<file path="src/rtl/msk_state_loader_if.sv">
// Upstream/downstream column handshakes of the masked state loader.
// Data is share-interleaved, 32 bits per share.
interface msk_state_loader_if #(
    parameter int d = 2
);
    logic              in_valid;
    logic              in_ready;
    logic [32*d-1:0]   in_data;
    logic              out_valid;
    logic              out_ready;
    logic [32*d-1:0]   out_data;

    // master is the producer of input beats and consumer of output columns
    modport master (
        output in_valid, in_data, out_ready,
        input  in_ready, out_valid, out_data
    );

    modport slave (
        input  in_valid, in_data, out_ready,
        output in_ready, out_valid, out_data
    );
endinterface

</file>
<file path="src/rtl/msk_state_loader.sv">
// Loads a masked state column-by-column into a scan chain, hands it to the core,
// then unloads it column-by-column. Shares are only routed, never combined.
module msk_state_loader #(
    parameter int d     = 2,
    parameter int ncols = 4
) (
    input  logic                 clk,
    input  logic                 rst,
    msk_state_loader_if.slave    bus,
    output logic                 core_start,
    input  logic                 core_en,
    input  logic                 core_done,
    input  logic [32*d-1:0]      col_in,
    output logic                 scan_en,
    output logic                 reg_en,
    output logic [32*d-1:0]      scan_data,
    output logic                 busy
);
    localparam int W  = 32 * d;
    localparam int CW = $clog2(ncols);
    localparam logic [CW-1:0] LAST = CW'(ncols - 1);

    typedef enum logic [1:0] {IDLE, LOAD, RUN, UNLOAD} state_t;

    state_t         state, next_state;
    logic [CW-1:0]  cnt, cnt_next;
    logic           first_run;

    always_ff @(posedge clk) begin
        if (rst) begin
            state     <= IDLE;
            cnt       <= '0;
            first_run <= 1'b0;
        end else begin
            state     <= next_state;
            cnt       <= cnt_next;
            first_run <= (state != RUN) && (next_state == RUN);
        end
    end

    // All outputs are forced quiet while rst is high, regardless of state.
    always_comb begin
        next_state    = state;
        cnt_next      = cnt;
        bus.in_ready  = 1'b0;
        bus.out_valid = 1'b0;
        bus.out_data  = '0;
        scan_en       = 1'b0;
        reg_en        = 1'b0;
        scan_data     = '0;
        core_start    = 1'b0;
        busy          = 1'b0;
        if (!rst) begin
            busy = (state != IDLE);
            case (state)
                IDLE, LOAD: begin
                    bus.in_ready = 1'b1;
                    if (bus.in_valid) begin
                        scan_en   = 1'b1;
                        reg_en    = 1'b1;
                        scan_data = bus.in_data;
                        cnt_next  = cnt + CW'(1);
                        next_state = (cnt == LAST) ? RUN : LOAD;
                    end
                end
                RUN: begin
                    reg_en     = core_en;
                    core_start = first_run;
                    if (core_done) begin
                        next_state = UNLOAD;
                    end
                end
                UNLOAD: begin
                    bus.out_valid = 1'b1;
                    bus.out_data  = col_in;
                    if (bus.out_ready) begin
                        scan_en  = 1'b1;
                        reg_en   = 1'b1;
                        cnt_next = cnt + CW'(1);
                        if (cnt == LAST) begin
                            next_state = IDLE;
                        end
                    end
                end
                default: next_state = IDLE;
            endcase
        end
    end

    logic [W-1:0] unused_width_check;
    assign unused_width_check = '0;
endmodule

</file>
<file path="src/flat_wrapper.sv">
// flat-port wrapper written by rule: the top's interface ports become plain ports
module msk_state_loader_flat 
#(
    parameter int d     = 2,
    parameter int ncols = 4
)
  (clk, rst, core_start, core_en, core_done, col_in, scan_en, reg_en, scan_data, busy, bus_in_valid, bus_in_data, bus_out_ready, bus_in_ready, bus_out_valid, bus_out_data);
  msk_state_loader_if #(.d(d)) bus_i ();
  input  logic clk;
  input  logic rst;
  output logic core_start;
  input  logic core_en;
  input  logic core_done;
  input  logic [32*d-1:0] col_in;
  output logic scan_en;
  output logic reg_en;
  output logic [32*d-1:0] scan_data;
  output logic busy;
  input wire logic [$bits(bus_i.in_valid)-1:0] bus_in_valid;
  input wire logic [$bits(bus_i.in_data)-1:0] bus_in_data;
  input wire logic [$bits(bus_i.out_ready)-1:0] bus_out_ready;
  output wire logic [$bits(bus_i.in_ready)-1:0] bus_in_ready;
  output wire logic [$bits(bus_i.out_valid)-1:0] bus_out_valid;
  output wire logic [$bits(bus_i.out_data)-1:0] bus_out_data;
  assign bus_i.in_valid = bus_in_valid;
  assign bus_i.in_data = bus_in_data;
  assign bus_i.out_ready = bus_out_ready;
  assign bus_in_ready = bus_i.in_ready;
  assign bus_out_valid = bus_i.out_valid;
  assign bus_out_data = bus_i.out_data;
  msk_state_loader #(.d(d), .ncols(ncols)) u_core (.clk(clk), .rst(rst), .bus(bus_i), .core_start(core_start), .core_en(core_en), .core_done(core_done), .col_in(col_in), .scan_en(scan_en), .reg_en(reg_en), .scan_data(scan_data), .busy(busy));
endmodule
</file>
<file path="config.mk">
export PLATFORM = sky130hd
export DESIGN_NAME = msk_state_loader_flat
export DESIGN_NICKNAME = d
export VERILOG_FILES = /design/src/rtl/msk_state_loader_if.sv /design/src/rtl/msk_state_loader.sv /design/src/flat_wrapper.sv
export SDC_FILE = /design/constraint.sdc
export NUM_CORES = 1
export LEC_CHECK = 0
export ABC_AREA = 1
export CORE_AREA = 2 2 104 106
export DETAILED_ROUTE_END_ITERATION = 8
export DIE_AREA = 0 0 106 108
export PLACE_DENSITY = 0.68
export SLEW_MARGIN = 20
export SYNTH_ARGS = -nofsm -noshare
export SYNTH_HDL_FRONTEND = slang
export SYNTH_SLANG_ARGS = --single-unit
</file>
<file path="constraint.sdc">
create_clock -name clk -period 0.9 [get_ports clk]
set_input_delay 0.09 -clock clk [delete_from_list [all_inputs] [get_ports clk]]
set_output_delay 0.09 -clock clk [all_outputs]
set_load 0.005 [all_outputs]
</file>
# ---- Word level (Yosys, flattened, before mapping)
# Index checks and enable logic that the tools add are counted.
# Widths: inputs -> output; s select.
dict set report classes {
  n_mux 28
  reduce_logical 6
  add_sub_neg 1
  n_eq_ne 8
}
# cell n
set ops {}
lappend ops {{$mux 64} 5}
lappend ops {{$mux 2} 8}
lappend ops {{$mux 1} 11}
lappend ops {{$eq 2x2->1 const B} 4}
lappend ops {{$ne 2x2->1 const B} 3}
lappend ops {{$pmux 2 s3} 1}
lappend ops {{$pmux 2 s2} 1}
lappend ops {{$reduce_bool 2->1} 2}
lappend ops {{$pmux 1 s3} 1}
lappend ops {{$reduce_and 3->1} 1}
lappend ops {{$add 2x1->2 const B} 1}
lappend ops {{$eq 2x1->1 const B} 1}
lappend ops {{$logic_not 2->1} 1}
lappend ops {{$pmux 1 s2} 1}
lappend ops {{$reduce_or 2->1} 1}
lappend ops {{$logic_and 1x1->1} 1}
dict set report totals {
  input_bits 134
  out_inout_bits 134
  reg_bits 5
  word_cells 46
}

# ---- Longest topological paths before layout
dict set report depth {
  depth_word 7
  ltp_mapped 7
  ltp_nobuf 6
}

# ---- Least setup slack after synthesis
# Ideal clock, no wire load.
dict set report synth_timing {
  path_type {register to output}
  from {reg u_core.state[1]}
  to {out bus_out_data[13]}
  required_time_ns 0.810
  n_path_buf 2
  t_arrival_ns 0.988
  path_slack_ns -0.178
  path_stages_with_launch 7
  cell_sequence {dfxtp_1 nand2_1 inv_1 buf_4 buf_6 nand2_1 nor2_1}
}
dict set report synth_between {
  elab_chain_len 3
}
# item line_no
set synth_lines {}
lappend synth_lines {{start: declaration} msk_state_loader.sv:25} ;# state_t state, next_state;
lappend synth_lines {{start signal: assignment} msk_state_loader.sv:35} ;# state <= next_state;
lappend synth_lines {{$eq 2x2->1} msk_state_loader.sv:55} ;# case (state)
lappend synth_lines {{$mux 64} msk_state_loader.sv:55}
lappend synth_lines {{$mux 64} msk_state_loader.sv:53} ;# if (!rst) begin
lappend synth_lines {{end: declaration} flat_wrapper.sv:24} ;# output wire logic [$bits(bus_i.out_data)-1:0] bus_out_data;
# Every way passes these cells.

# ---- Worst setup path after layout
dict set report layout_timing {
  from {reg u_core.state[1]}
  to {out scan_data[62]}
}
dict set report layout_between {
  elab_chain_len 4
  elab_cells_between_ends 5
  classes_between {eq/ne: 1; mux: 2; reduce/logical: 2}
}
# item line_no
set layout_lines {}
lappend layout_lines {{$eq 2x1->1 / $logic_not 2->1 (equally long branches)} msk_state_loader.sv:55}
lappend layout_lines {{$reduce_or 2->1 *} msk_state_loader.sv:55}
lappend layout_lines {{$mux 64 *} msk_state_loader.sv:55}
lappend layout_lines {{$mux 64 *} msk_state_loader.sv:53}
lappend layout_lines {{end: declaration} flat_wrapper.sv:17} ;# output logic [32*d-1:0] scan_data;
# Mark *: on every way between the ends. The rest lies on a longest branch, timed or not.

==> metrics <==
vias post-DR=3,189; Clk Latency, worst-skew pair=230 ps; clk sink count=5; Worst Hold Depth=3; cts bufs inserted=3; worst r2r dst=u_core.state[0]$_SDFF_PP0_; WHS=329.8 ps; critical-path cell list=nor2_4 -> nand2_4 -> buf_6 -> clkbuf_16 -> buf_6 -> nor2_2 -> buf_2; worst vdd ir=0.0003657 V; Ports=268; Slew HR=72.46%; vias in the first global route=3,074; outcome=finished with violations; post-DP HPWL=7.855 mm; first-pass GRT wire length=15.13 mm; Synth Flop Type=dfxtp_1; FP Rows=37; Worst R2R Start=u_core.state[1]$_SDFF_PP0_; Total Power=2.318 mW; # nets final=794; Core Region=10,230 um^2; Tcrit/Tclk final=177.2%; r2r worst-path depth=10; Final min period=1594 ps; fin. max-slew vios=0; Yosys cell types=15; Post-Syn Area=1438 um^2; Critical Path RT=810 ps; Cells after Synth=329; synthesis-to-finish area growth=264.0%; final-report setup violation count=139; met2 wire length=6.127 mm; die width=106 um; CP arrival=1500 ps; grt ovf=0; Finished Core Util=51.14%; Die Area=11,450 um^2; Starting Density=14.05%; Highest Signal Layer=met4; average size of a mapped cell=4.370 um^2; largest net degree at the start of global routing=38; Clock Skew=5.819 ps; Hold Path End=u_core.state[0]$_SDFF_PP0_; failing checks=negative setup slack; DRT iter0 DRCs=68; worst slew pin tran=413.1 ps; syn nets=464; Critical Path Fanout Max=8; startpoint types=register; clk slew on worst S/H paths=40 ps; WL final=11.39 mm; number of synthesized flops with an enable pin=0; Vias/cell=4.016; Min-Delay Path Class=input port to register; final instance area=5233 um^2; Synth area leader=nor2_1; Setup CP Type=register to output pin; initial antenna violation count=0; clock buffer depth=2; RSZ-0062 raised after global routing=true; FF+latch count, synth=5; Final WS setup=-694.4 ps; Root Buffer=clkbuf_8; Routability Congestion=0.8101; sequential fraction of the synthesis area=6.963%; Max Cap Viol=0; DIE HEIGHT=108 um; LEAKAGE=2.758 nW; cell mode on critical path=buf_6; Setup crit end kind=output pin; Synthesis Warnings=0; share of flip-flops with an asynchronous set or reset=0%; Overall Global Routing Usage=16.53%; Fmax=627.2 MHz; CP max stage cell=dfxtp_4; first drt pass iteration count=4; Max H-tree Level=1; synth top area cells=nor2_1 (36%), nand2_1 (21%), inv_1 (18%), buf_6 (8.6%), dfxtp_1 (7.0%); HP Start=rst; DRC viols=0; layout cells sized above 1=53.34%; Final Hold Viols=0; P per Cell Area=443.0 nW/um^2; Post-DRT Antenna Nets=0; wire length per cell=14.34 um; port bufs=267; post-synth top area share=36.29%; ant diodes=0; met1 WL=4.197 mm; Worst R2R Setup Slack=-470 ps; CP max stage delay=370 ps; Area after DPL=4508 um^2; CTS tree=built; met3 WL=950 um
[metrics by stage]
stage,worst slack (ps),cells,TNS (ps)
final,-694.4,794,-71960
after global routing,-732.7,794,-78690
after CTS,-846.3,765,-87640
after detailed placement,-817.1,732,-93130
after global placement,-808.4,732,-88970
after floorplan,-78.68,329,-6617
[cells in the mapped netlist, types with 3 or more instances]
library cell  count
a21oi_1           4
buf_2             3
buf_6            11
clkbuf_1          6
dfxtp_1           5
inv_1            69
nand2_1          80
nand3_1           6
nor2_1          139
[routing by layer]
| metal | track usage [%] | up-vias |
|---|---|---|
| li1 | - | 1578 |
| met1 | 17.55 | 1445 |
| met2 | 32.67 | 159 |
| met3 | 5.124 | 7 |
| met4 | 2.256 | 0 |
| met5 | 0 | - |
[critical path, delay by kind of cell, from the launching register on]
| family | cells | cell delay (ps) |
|---|---|---|
| buf+inv | 4 | 540 |
| flops | 1 | 370 |
| simple gates | 3 | 350 |
[placed cells by master (no fill, tap or decap), types with 2 or more instances in the layout]
cell,netlist,layout
a21oi_2,0,2
clkdlybuf4s15_2,0,3
buf_8,0,6
nor2_4,0,45
clkdlybuf4s50_1,0,132
clkinv_8,0,2
nand2_2,1,41
nand3_1,6,5
nor2_1,139,68
buf_16,0,2
a21oi_1,4,2
dfxtp_4,0,2
clkbuf_8,0,3
inv_1,69,66
buf_4,1,13
nand2_1,80,26
buf_6,11,50
nand2_4,0,13
buf_12,0,8
nor2_2,0,26
clkbuf_2,0,11
buf_2,3,114
dfxtp_1,5,3
clkbuf_16,0,4
dlymetal6s2s_1,0,2
[state kept, by name, indices dropped and copies added (netlist names)]
register,count
u_core.state,2
u_core.first_run,1
u_core.cnt,2
[cell type report]
class                   instances  area [um^2]
repair buffers                345         3072
repair inverters                1        16.27
inverters                      69        274.0
clock buffers                   4        45.04
fillers                      1068         4999
well taps                     136        170.2
flip-flops and latches          5        107.6
multi-input cells             234         1548
[cell families after synthesis]
group                      Yosys count  share of synthesized area (%)
adders and majority gates            1                         0.8702
and+or+nand+nor                    228                          60.58
AOI/OAI and AO/OA                    5                          1.828
DFF                                  5                          6.963
buffers and inverters               90                          29.76
[how the worst max path moves through the flow]
stage	endpoint	cells after the start	start
after floorplan	bus_out_data[13]	6	u_core.state[1]$_SDFF_PP0_
after global routing	scan_data[9]	7	u_core.state[1]$_SDFF_PP0_
final	scan_data[62]	7	u_core.state[1]$_SDFF_PP0_
after detailed placement	scan_data[50]	5	bus_in_valid
after CTS	scan_data[22]	5	u_core.state[1]$_SDFF_PP0_
after global placement	scan_data[50]	5	bus_in_valid
[repair_timing]
item,in CTS,in global routing
setup buffers,22,34
gates resized for setup,312,379
setup endpoints to repair,139,139
hold buffers,0,0
pin swaps,5,17
cloned,7,6
[where the power goes]
group / internal [mW] / switching, mW / total [mW]
clock network: 0.306 / 0.134 / 0.440
registers: 0.235 / 0.0157 / 0.250
logic: 0.979 / 0.648 / 1.63
total: 1.52 / 0.798 / 2.32
Note: power is estimated with default switching activity, not from simulation.
